[src/rtl/axi_slave_wr_buffer_mem.sv]
// Write buffer FIFO draining into a byte-strobed register memory, with a single-port read path.
// Optional macro WR_BUF_RAW_ORDER_EN: reads wait until all earlier writes have reached memory.
module axi_slave_wr_buffer_mem #(
  parameter int AXI_DATA_WIDTH    = 32,
  parameter int AXI_ADDR_WIDTH    = 32,
  parameter int DATA_MEM_LENGTH   = 16,
  parameter int OPT_MEM_ADDR_BITS = $clog2(DATA_MEM_LENGTH),
  parameter int ADDR_LSB          = $clog2(AXI_DATA_WIDTH/8),
  parameter int ADDR_BASE_OFFSET  = 0,
  parameter int FIFO_DEPTH        = 16,
  parameter int MAX_BURST         = 8
) (
  input  logic                               clk,
  input  logic                               rst_n,
  input  logic [AXI_DATA_WIDTH-1:0]          write_data,
  input  logic [3:0]                         write_strb,
  input  logic [AXI_ADDR_WIDTH-1:0]          w_opt_addr,
  input  logic                               write_valid,
  output logic                               aw_ar_ready,
  input  logic                               rd_en,
  input  logic [AXI_ADDR_WIDTH-1:0]          rd_addr,
  output logic                               rd_ready,
  output logic [AXI_DATA_WIDTH-1:0]          rd_data,
  output logic                               rd_valid,
  output logic [$clog2(FIFO_DEPTH+1)-1:0]    fifo_level,
  output logic                               overflow,
  output logic [7:0]                         drop_cnt
);

  localparam int LW    = $clog2(FIFO_DEPTH+1);
  localparam int PW    = (FIFO_DEPTH > 1) ? $clog2(FIFO_DEPTH) : 1;
  localparam int NLANE = (AXI_DATA_WIDTH/8 < 4) ? AXI_DATA_WIDTH/8 : 4;
  localparam logic [AXI_ADDR_WIDTH-1:0] BASE_WORD = AXI_ADDR_WIDTH'(ADDR_BASE_OFFSET >> ADDR_LSB);
  localparam logic [AXI_ADDR_WIDTH-1:0] MEM_LEN   = AXI_ADDR_WIDTH'(DATA_MEM_LENGTH);
  localparam logic [LW-1:0] FULL_LEVEL  = LW'(FIFO_DEPTH);
  // Highest post-update level that still leaves room for a full burst plus the write-stage pipeline slot
  localparam logic [LW-1:0] READY_LEVEL = LW'(FIFO_DEPTH - MAX_BURST - 1);

  typedef enum logic [1:0] {
    ST_IDLE  = 2'd0,
    ST_DRAIN = 2'd1,
    ST_STALL = 2'd2
  } state_t;

  state_t                      state_r;
  logic [PW-1:0]               wr_ptr_r;
  logic [PW-1:0]               rd_ptr_r;
  logic [LW-1:0]               level_r;
  logic [AXI_ADDR_WIDTH-1:0]   fifo_idx_r  [FIFO_DEPTH];
  logic [AXI_DATA_WIDTH-1:0]   fifo_data_r [FIFO_DEPTH];
  logic [3:0]                  fifo_strb_r [FIFO_DEPTH];
  logic [AXI_DATA_WIDTH-1:0]   mem_r       [DATA_MEM_LENGTH];
  logic                        overflow_r;
  logic [7:0]                  drop_cnt_r;
  logic                        aw_ar_ready_r;
  logic [AXI_DATA_WIDTH-1:0]   rd_data_r;
  logic                        rd_valid_r;

  logic                        rd_ready_s;
  logic                        rd_accept_s;
  logic                        pop_s;
  logic                        push_s;
  logic [LW-1:0]               level_next_s;
  logic [AXI_ADDR_WIDTH-1:0]   wr_idx_s;
  logic [AXI_ADDR_WIDTH-1:0]   rd_idx_s;
  logic [AXI_ADDR_WIDTH-1:0]   pop_idx_s;
  logic [AXI_DATA_WIDTH-1:0]   pop_data_s;
  logic [3:0]                  pop_strb_s;
  logic                        pop_in_range_s;
  logic                        rd_in_range_s;

  function automatic logic [PW-1:0] next_ptr(input logic [PW-1:0] p);
    if (p == PW'(FIFO_DEPTH-1)) begin
      return {PW{1'b0}};
    end else begin
      return p + PW'(1);
    end
  endfunction

  // Read acceptance, pop/push decisions and next FIFO level
  always_comb begin
`ifdef WR_BUF_RAW_ORDER_EN
    rd_ready_s = (level_r == {LW{1'b0}}) && (state_r == ST_IDLE);
`else
    rd_ready_s = 1'b1;
`endif
    rd_accept_s    = rd_en && rd_ready_s;
    pop_s          = (state_r == ST_DRAIN) && (level_r != {LW{1'b0}}) && !rd_accept_s;
    push_s         = write_valid && ((level_r < FULL_LEVEL) || pop_s);
    level_next_s   = level_r + LW'(push_s) - LW'(pop_s);
    wr_idx_s       = w_opt_addr - BASE_WORD;
    rd_idx_s       = rd_addr - BASE_WORD;
    pop_idx_s      = fifo_idx_r[rd_ptr_r];
    pop_data_s     = fifo_data_r[rd_ptr_r];
    pop_strb_s     = fifo_strb_r[rd_ptr_r];
    pop_in_range_s = (pop_idx_s < MEM_LEN);
    rd_in_range_s  = (rd_idx_s < MEM_LEN);
  end

  // Drain state machine; an accepted read takes the memory port and parks the drain in STALL
  always_ff @(posedge clk or negedge rst_n) begin
    if (!rst_n) begin
      state_r <= ST_IDLE;
    end else begin
      case (state_r)
        ST_IDLE: begin
          if (level_r != {LW{1'b0}}) state_r <= ST_DRAIN;
          else                       state_r <= ST_IDLE;
        end
        ST_DRAIN: begin
          if (rd_accept_s)                         state_r <= ST_STALL;
          else if (level_next_s == {LW{1'b0}})     state_r <= ST_IDLE;
          else                                     state_r <= ST_DRAIN;
        end
        ST_STALL: begin
          if (rd_accept_s)                   state_r <= ST_STALL;
          else if (level_r != {LW{1'b0}})    state_r <= ST_DRAIN;
          else                               state_r <= ST_IDLE;
        end
        default: state_r <= ST_IDLE;
      endcase
    end
  end

  // FIFO pointers, occupancy, status flags and burst admission
  always_ff @(posedge clk or negedge rst_n) begin
    if (!rst_n) begin
      wr_ptr_r      <= {PW{1'b0}};
      rd_ptr_r      <= {PW{1'b0}};
      level_r       <= {LW{1'b0}};
      overflow_r    <= 1'b0;
      drop_cnt_r    <= 8'd0;
      aw_ar_ready_r <= 1'b0;
    end else begin
      if (push_s) wr_ptr_r <= next_ptr(wr_ptr_r);
      if (pop_s)  rd_ptr_r <= next_ptr(rd_ptr_r);
      level_r <= level_next_s;
      if (write_valid && !push_s) overflow_r <= 1'b1;
      if (pop_s && !pop_in_range_s && (drop_cnt_r != 8'hFF)) drop_cnt_r <= drop_cnt_r + 8'd1;
      aw_ar_ready_r <= (level_next_s <= READY_LEVEL);
    end
  end

  // FIFO entry storage
  always_ff @(posedge clk or negedge rst_n) begin
    if (!rst_n) begin
      for (int i = 0; i < FIFO_DEPTH; i++) begin
        fifo_idx_r[i]  <= {AXI_ADDR_WIDTH{1'b0}};
        fifo_data_r[i] <= {AXI_DATA_WIDTH{1'b0}};
        fifo_strb_r[i] <= 4'd0;
      end
    end else if (push_s) begin
      fifo_idx_r[wr_ptr_r]  <= wr_idx_s;
      fifo_data_r[wr_ptr_r] <= write_data;
      fifo_strb_r[wr_ptr_r] <= write_strb;
    end
  end

  // Register memory, byte-lane writes from the drained entry
  always_ff @(posedge clk or negedge rst_n) begin
    if (!rst_n) begin
      for (int i = 0; i < DATA_MEM_LENGTH; i++) begin
        mem_r[i] <= {AXI_DATA_WIDTH{1'b0}};
      end
    end else if (pop_s && pop_in_range_s) begin
      for (int i = 0; i < NLANE; i++) begin
        if (pop_strb_s[i]) begin
          mem_r[pop_idx_s[OPT_MEM_ADDR_BITS-1:0]][i*8 +: 8] <= pop_data_s[i*8 +: 8];
        end
      end
    end
  end

  // Registered read port; out-of-range reads return zero
  always_ff @(posedge clk or negedge rst_n) begin
    if (!rst_n) begin
      rd_data_r  <= {AXI_DATA_WIDTH{1'b0}};
      rd_valid_r <= 1'b0;
    end else begin
      rd_valid_r <= rd_accept_s;
      if (rd_accept_s) begin
        rd_data_r <= rd_in_range_s ? mem_r[rd_idx_s[OPT_MEM_ADDR_BITS-1:0]]
                                   : {AXI_DATA_WIDTH{1'b0}};
      end
    end
  end

  assign rd_ready    = rd_ready_s;
  assign rd_data     = rd_data_r;
  assign rd_valid    = rd_valid_r;
  assign aw_ar_ready = aw_ar_ready_r;
  assign fifo_level  = level_r;
  assign overflow    = overflow_r;
  assign drop_cnt    = drop_cnt_r;

endmodule

[config.mk]
export PLATFORM = sky130hd
export DESIGN_NAME = axi_slave_wr_buffer_mem
export DESIGN_NICKNAME = d
export VERILOG_FILES = /design/src/rtl/axi_slave_wr_buffer_mem.sv
export SDC_FILE = /design/constraint.sdc
export NUM_CORES = 2
export LEC_CHECK = 0
export ABC_AREA = 1
export CORE_MARGIN = 2
export CORE_UTILIZATION = 63
export DETAILED_ROUTE_END_ITERATION = 6
export GPL_TIMING_DRIVEN = 0
export PLACE_DENSITY = 0.84
export SLEW_MARGIN = 10
export SYNTH_ARGS = -nofsm -noshare
export SYNTH_HDL_FRONTEND = slang
export SYNTH_SLANG_ARGS = --single-unit
[constraint.sdc]
create_clock -name clk -period 3.7 [get_ports clk]
set_input_delay 0.555 -clock clk [delete_from_list [all_inputs] [get_ports clk]]
set_output_delay 0.555 -clock clk [all_outputs]
set_load 0.01 [all_outputs]
# ---- After elaboration in Yosys (flattened, before gate mapping)
# Index checks and enable logic that the tools add are counted.
dict set report classes {
  addsub 5
  magnitude_cmp 10
  n_eq_ne 5
  mux 46
  bitwise 4
  reduce_logical 16
}
# operator count
set op_table {}
lappend op_table {{512-bit 2-to-1 mux} 7}
lappend op_table {{512-bit bitwise mux} 6}
lappend op_table {{32-bit demux with 4-bit select} 5}
lappend op_table {{32-bit binary-select mux with 4-bit select} 3}
lappend op_table {{32-bit 2-to-1 mux} 9}
lappend op_table {{64-bit bitwise mux} 1}
lappend op_table {{32-bit by 5-bit less-than comparator with 1-bit output (second input constant)} 2}
lappend op_table {{24-bit 2-to-1 mux} 1}
lappend op_table {{5-bit >= comparator (second input constant)} 4}
lappend op_table {{4-bit 2-to-1 mux} 5}
lappend op_table {{4-bit inverter with 5-bit output} 4}
lappend op_table {{4-bit binary-select mux with 4-bit select} 1}
lappend op_table {{4-bit demux with 4-bit select} 1}
lappend op_table {{16-bit 2-to-1 mux} 1}
lappend op_table {{5-bit by 1-bit less-than comparator with 1-bit output (second input constant)} 2}
lappend op_table {{1-bit logical AND} 9}
lappend op_table {{4-bit by 1-bit adder with 4-bit output (second input constant)} 2}
lappend op_table {{8-bit by 1-bit adder with 8-bit output (second input constant)} 1}
lappend op_table {{4-bit == test (second input constant)} 2}
lappend op_table {{8-bit 2-to-1 mux} 1}
lappend op_table {{8-bit != test (second input constant)} 1}
lappend op_table {{2-bit one-hot mux with 3 select lines} 1}
lappend op_table {{5-bit by 1-bit adder with 5-bit output} 1}
lappend op_table {{5-bit by 3-bit <= comparator with 1-bit output (second input constant)} 1}
lappend op_table {{other kinds (11)} 15}
dict set report totals {
  register_bits 1658
  inputBits 104
  out_inout_bits 49
  wordCells 159
}

# ---- Longest topological paths before layout
dict set report depth {
  ltp_word 20
  depth_mapped 20
}

# ---- Least setup slack after synthesis
# OpenSTA, ideal clock, no wires.
dict set report synth_path {
  path_kind {register to register}
  start {register level_r[2] (netlist: fifo_level[2])}
  end {register state_r[0]}
  setup_time_ns 0.139
  arrival_ns 3.068
  required_time_ns 3.561
  setup_slack_ns 0.493
  path_stages_with_launch 19
  path_buffers 1
  period_less_slack_ns 3.207
  cell_sequence {dfrtp_1 > inv_1 > ha_1 > nand2_1 > nor3_1 > nor3_4 > clkbuf_1 > ha_1 > inv_1 > ha_1 > inv_1 > fa_1 > o21ai_0 > a21oi_1 > xor2_1 > nor2_1 > nand2_1 > nand2_1 > o22ai_1}
}
dict set report synth_between {
  elab_chain_cells 11
  elab_cells_between_ends 14
  classes_between {2 x add/sub; 1 x order compare; 5 x mux; 6 x reduce/logical}
}
# element line
set synth_lines {}
lappend synth_lines {{from (decl)} 48} ;# logic [LW-1:0] level_r;
lappend synth_lines {{from (signal assigned)} 130} ;# level_r <= {LW{1'b0}};
lappend synth_lines {{from (signal assigned)} 137} ;# level_r <= level_next_s;
lappend synth_lines {{5-bit nonzero test *} 88} ;# pop_s = (state_r == ST_DRAIN) && (level_r != {LW{1'b0}}) && !rd_accept_s;
lappend synth_lines {{1-bit logical AND * (2 in a row)} 88}
lappend synth_lines {{named net pop_s} 61} ;# logic pop_s;
lappend synth_lines {{1-bit logical OR} 89} ;# push_s = write_valid && ((level_r < FULL_LEVEL) || pop_s);
lappend synth_lines {{1-bit logical AND} 89}
lappend synth_lines {{5-bit by 1-bit adder with 5-bit output} 90} ;# level_next_s = level_r + LW'(push_s) - LW'(pop_s);
lappend synth_lines {{5-bit by 1-bit subtractor with 5-bit output *} 90}
lappend synth_lines {{named net level_next_s[4]} 63} ;# logic [LW-1:0] level_next_s;
lappend synth_lines {{5-bit logical NOT *} 112} ;# else if (level_next_s == {LW{1'b0}}) state_r <= ST_IDLE;
lappend synth_lines {{1-bit 2-to-1 mux *} 112}
lappend synth_lines {{2-bit 2-to-1 mux *} 111} ;# if (rd_accept_s) state_r <= ST_STALL;
lappend synth_lines {{2-bit one-hot mux with 3 select lines *} 105} ;# case (state_r)
lappend synth_lines {{to (signal assigned)} 111}
lappend synth_lines {{to (signal assigned)} 112}
lappend synth_lines {{to (signal assigned)} 113} ;# else state_r <= ST_DRAIN;
lappend synth_lines {{to (decl)} 45} ;# state_t state_r;
# The timed path passes the listed nets; every way through them passes the cells marked *.
# A chain may end at the register's enable or synchronous reset.

# ---- Worst setup path in the final report
dict set report layout_path {
  start {register rd_ptr_r[0]}
  end {register mem_r[360] in the netlist's numbering}
}
dict set report layout_between {
  elab_chain_cells 17
  elab_cells_between_ends 32
  classes_between {3 x order compare; 25 x mux; 2 x bitwise; 2 x reduce/logical}
}
# element line
set layout_lines {}
lappend layout_lines {{from (decl)} 47} ;# logic [PW-1:0] rd_ptr_r;
lappend layout_lines {{from (signal assigned)} 129} ;# rd_ptr_r <= {PW{1'b0}};
lappend layout_lines {{from (signal assigned)} 136} ;# if (pop_s) rd_ptr_r <= next_ptr(rd_ptr_r);
lappend layout_lines {{4-bit inverter with 5-bit output (not written as such) *} {93, 94, 95}}
lappend layout_lines {{32-bit binary-select mux with 4-bit select} 93} ;# pop_idx_s = fifo_idx_r[rd_ptr_r];
lappend layout_lines {{32-bit 2-to-1 mux (not written as such) (2 in a row)} 93}
lappend layout_lines {{4-bit inverter with 5-bit output (not written as such)} 168} ;# mem_r[pop_idx_s[OPT_MEM_ADDR_BITS-1:0]][i*8 +: 8] <= pop_data_s[i*8 +: 8];
lappend layout_lines {{5-bit >= comparator (not written as such), or another cell as far along} 168}
lappend layout_lines {{1-bit logical AND (not written as such) or 512-bit bitwise mux (tied branches)} 168}
lappend layout_lines {{16-bit 2-to-1 mux (not written as such) or 512-bit 2-to-1 mux (tied branches)} {168, 167}}
lappend layout_lines {{32-bit demux with 4-bit select or 512-bit 2-to-1 mux (tied branches)} {168, 165}}
lappend layout_lines {{512-bit bitwise mux} 168}
lappend layout_lines {{512-bit 2-to-1 mux} 167} ;# if (pop_strb_s[i]) begin
lappend layout_lines {{512-bit 2-to-1 mux} 165} ;# end else if (pop_s && pop_in_range_s) begin
lappend layout_lines {{512-bit bitwise mux} 168}
lappend layout_lines {{512-bit 2-to-1 mux} 167}
lappend layout_lines {{512-bit 2-to-1 mux} 165}
lappend layout_lines {{512-bit bitwise mux} 168}
lappend layout_lines {{512-bit 2-to-1 mux} 167}
lappend layout_lines {{to (signal, indexed assignment)} 163} ;# mem_r[i] <= {AXI_DATA_WIDTH{1'b0}};
lappend layout_lines {{to (signal, indexed assignment)} 168}
lappend layout_lines {{to (decl)} 52} ;# logic [AXI_DATA_WIDTH-1:0] mem_r [DATA_MEM_LENGTH];
# Every way passes the cells marked *; elsewhere a longest branch is shown, timed or not. The select of a mux whose other input is x is not followed.

==> impl_metrics.tcl <==
set metrics [dict create \
    post-route-min-period_ps 3850 \
    areaGrowthSynthToFinish_pct 13.9 \
    async_flop_share_pct 100 \
    drt_iter0_markers 11052 \
    relSlewSlack_pct 11.3 \
    initial_core_util_pct 63.6 \
    power_mw 77.8 \
    seq_area_frac_synth_pct 55.2 \
    synth_top_cell_by_area "dfrtp_1" \
    yosysTopAreaCellShare_pct 55.2 \
    cp-end-kind "register" \
    cts-root-buf "clkbuf_16" \
    hold_violations 0 \
    final_util_pct 72.5 \
    core_mm2 0.118 \
    finalInstanceArea_mm2 0.0857 \
    syn_nets 8969 \
    clockBufferDepth 3 \
    setup_slack_ps -148 \
    rr_worst_depth 14 \
    cts_made_buffers 168 \
    postSynthCellCount 8852 \
    hold_slack_ps 324 \
    drc 2 \
    syn_area_mm2 0.0752 \
    hold-path-cell-count 1 \
    required_ps 4400 \
    crit_fanout 10 \
    nNetsFinal 9341 \
    vias 71321 \
    peakVddDrop_uv 710 \
    synth.distinct_cells 56 \
    layout-drive-gt1-share_pct 9.05 \
    antenna_found_initial 3 \
    io_buffers 147 \
    ios 153 \
    cts_tree "done" \
    die_h_um 350 \
    ant_nets 0 \
    finalCritPeriodShare_pct 104 \
    synth_common_cells "nand2_1 (2882), dfrtp_1 (1658), o21ai_0 (1177)" \
    wl_per_cell_um 25.4 \
    setup-violations-final 103 \
    cellPowerDensity_mw_per_mm2 908 \
    path_clk_slew_ps 70 \
    synth-edff-count 0 \
    grt_max_degree 172 \
    fp-row-count 126 \
    violations "design-rule violations, negative setup slack" \
    avgSynthCellArea_um2 8.50 \
    clk_latency_ps 850 \
    stdcell_count 10894 \
    grt_pass1_wl_um 416000 \
    worst-slew-pin-transition_ps 1330 \
    skew_ps 33.0 \
    yosys-top-cells-area "dfrtp_1 (55%), nand2_1 (14%), o21ai_0 (7.8%)" \
    synth.most_common_cell "nand2_1" \
    synth_flop_cell "dfrtp_1" \
    clock_sinks 1658 \
    fp.dieW_um 350 \
    cts_htree_levels 4 \
    fmax_ghz 0.260 \
    die_area_mm2 0.122 \
    track_usage_pct 45.2 \
    drt_wl_total_um 277000 \
    dp_cells 10546 \
    hpwlAfterDp_um 197000 \
    via_per_inst 6.55 \
    gp_congestion 1.01 \
    fin_tns_setup_ps -3640 \
    status "finished with violations" \
    critPathLaunchType "register" \
    slew_violations 0 \
    grt_pass1_vias 69607 \
    crit_arrival_ps 4550 \
    hp-class "input port to register" \
    dr.pass1.iters 7 \
    leakage_nw 41.4 \
    pre_cts_ws_ps -996 \
    placed_area_mm2 0.0789 \
    grt.overflow.total 0 \
    maxCapViolCount 0 \
    path_class "register to register" \
    yosys_register_bits 1658 \
    yosys_warnings 0 \
]
## area by class of cell
class	count	area [µm²]
Antenna cell	1	2.50
Buffer	758	3720
Clock buffer	241	4920
Clock inverter	62	701
Fill cell	8815	32600
Inverter	163	626
Multi-Input combinational cell	6273	30000
Sequential cell	1658	41500
Tap cell	1536	1920
Timing Repair Buffer	202	2290
## placed cells by master, fill, tap and decap left out, drive strengths merged, types with 12 or more instances in the layout
master         count
a21oi            345
a221oi            53
a22oi             84
buf              393
clkbuf           661
clkdlybuf4s50    146
clkinv            51
dfrtp           1658
ha                12
inv              160
nand2           2883
nand3            140
nand3b            45
nand4            573
nor2             517
nor3              38
o21ai           1379
o221ai            40
o22ai             76
o311ai            24
## state kept, by name, indices dropped and copies added (netlist names), 5 cells and up
| name | flops |
|---|---|
| fifo_idx_r | 512 |
| fifo_data_r | 512 |
| drop_cnt | 8 |
| fifo_level | 5 |
| rd_data | 32 |
| fifo_strb_r | 64 |
| mem_r | 512 |
## worst paths after layout
kind	startpoint	end	slack (ps)
hold reg to reg	mem_r[54]	mem_r[54]	470
max in group asynchronous	rst_n	fifo_data_r[263]	700
hold / removal	rd_en	rd_valid	320
setup reg to reg	rd_ptr_r[0]	mem_r[360]	-150
min in group asynchronous	rst_n	mem_r[324]	390
setup / recovery	rd_ptr_r[0]	mem_r[360]	-150
## power by group
part,switching [mW],internal (mW)
combinational,23.3,8.98
clock,7.62,9.93
sequential,3.59,24.3
## timing repair
| item | in CTS | in global routing |
|---|---|---|
| buffers inserted | 7 | 34 |
| cloned | 0 | 2 |
| hold buffers | 1 | 0 |
| gates resized for setup | 83 | 117 |
| pin swaps | 7 | 28 |
| setup endpoints to repair | 1233 | 631 |
| endpoints found under the hold margin | 132 | 0 |
## worst max-delay path, cell delays in order (launching register included)
cell      delay (ps)
dfrtp_1          430
buf_4            210
inv_2             80
buf_6            170
buf_6            190
buf_6            180
buf_6            180
clkbuf_2         250
o21ai_0          240
o22ai_1          130
o211ai_1         660
nand3_4          410
buf_2            340
nand4_1          140
nand2_1           80
## kinds of logic (layout without fill, tap and decap cells)
kind of cell	Yosys count	count (layout)	synth area share [%]
AOI/OAI and AO/OA	2034	2034	14.7
buffers and inverters	921	1426	5.57
other	1	2	0.00499
xor gates and xnor gates	10	10	0.116
adders and majority gates	13	13	0.226
DFF	1658	1658	55.2
and+or+nand+nor	4215	4215	24.2
## metal layers
metal	global-route usage [%]	part of all wire, %
met2	69.0	45
met4	36.5	9.5
met3	12.1	12
met1	54.2	34
met5	0	0.0047
No activity file was read; power rests on OpenSTA's default activity.
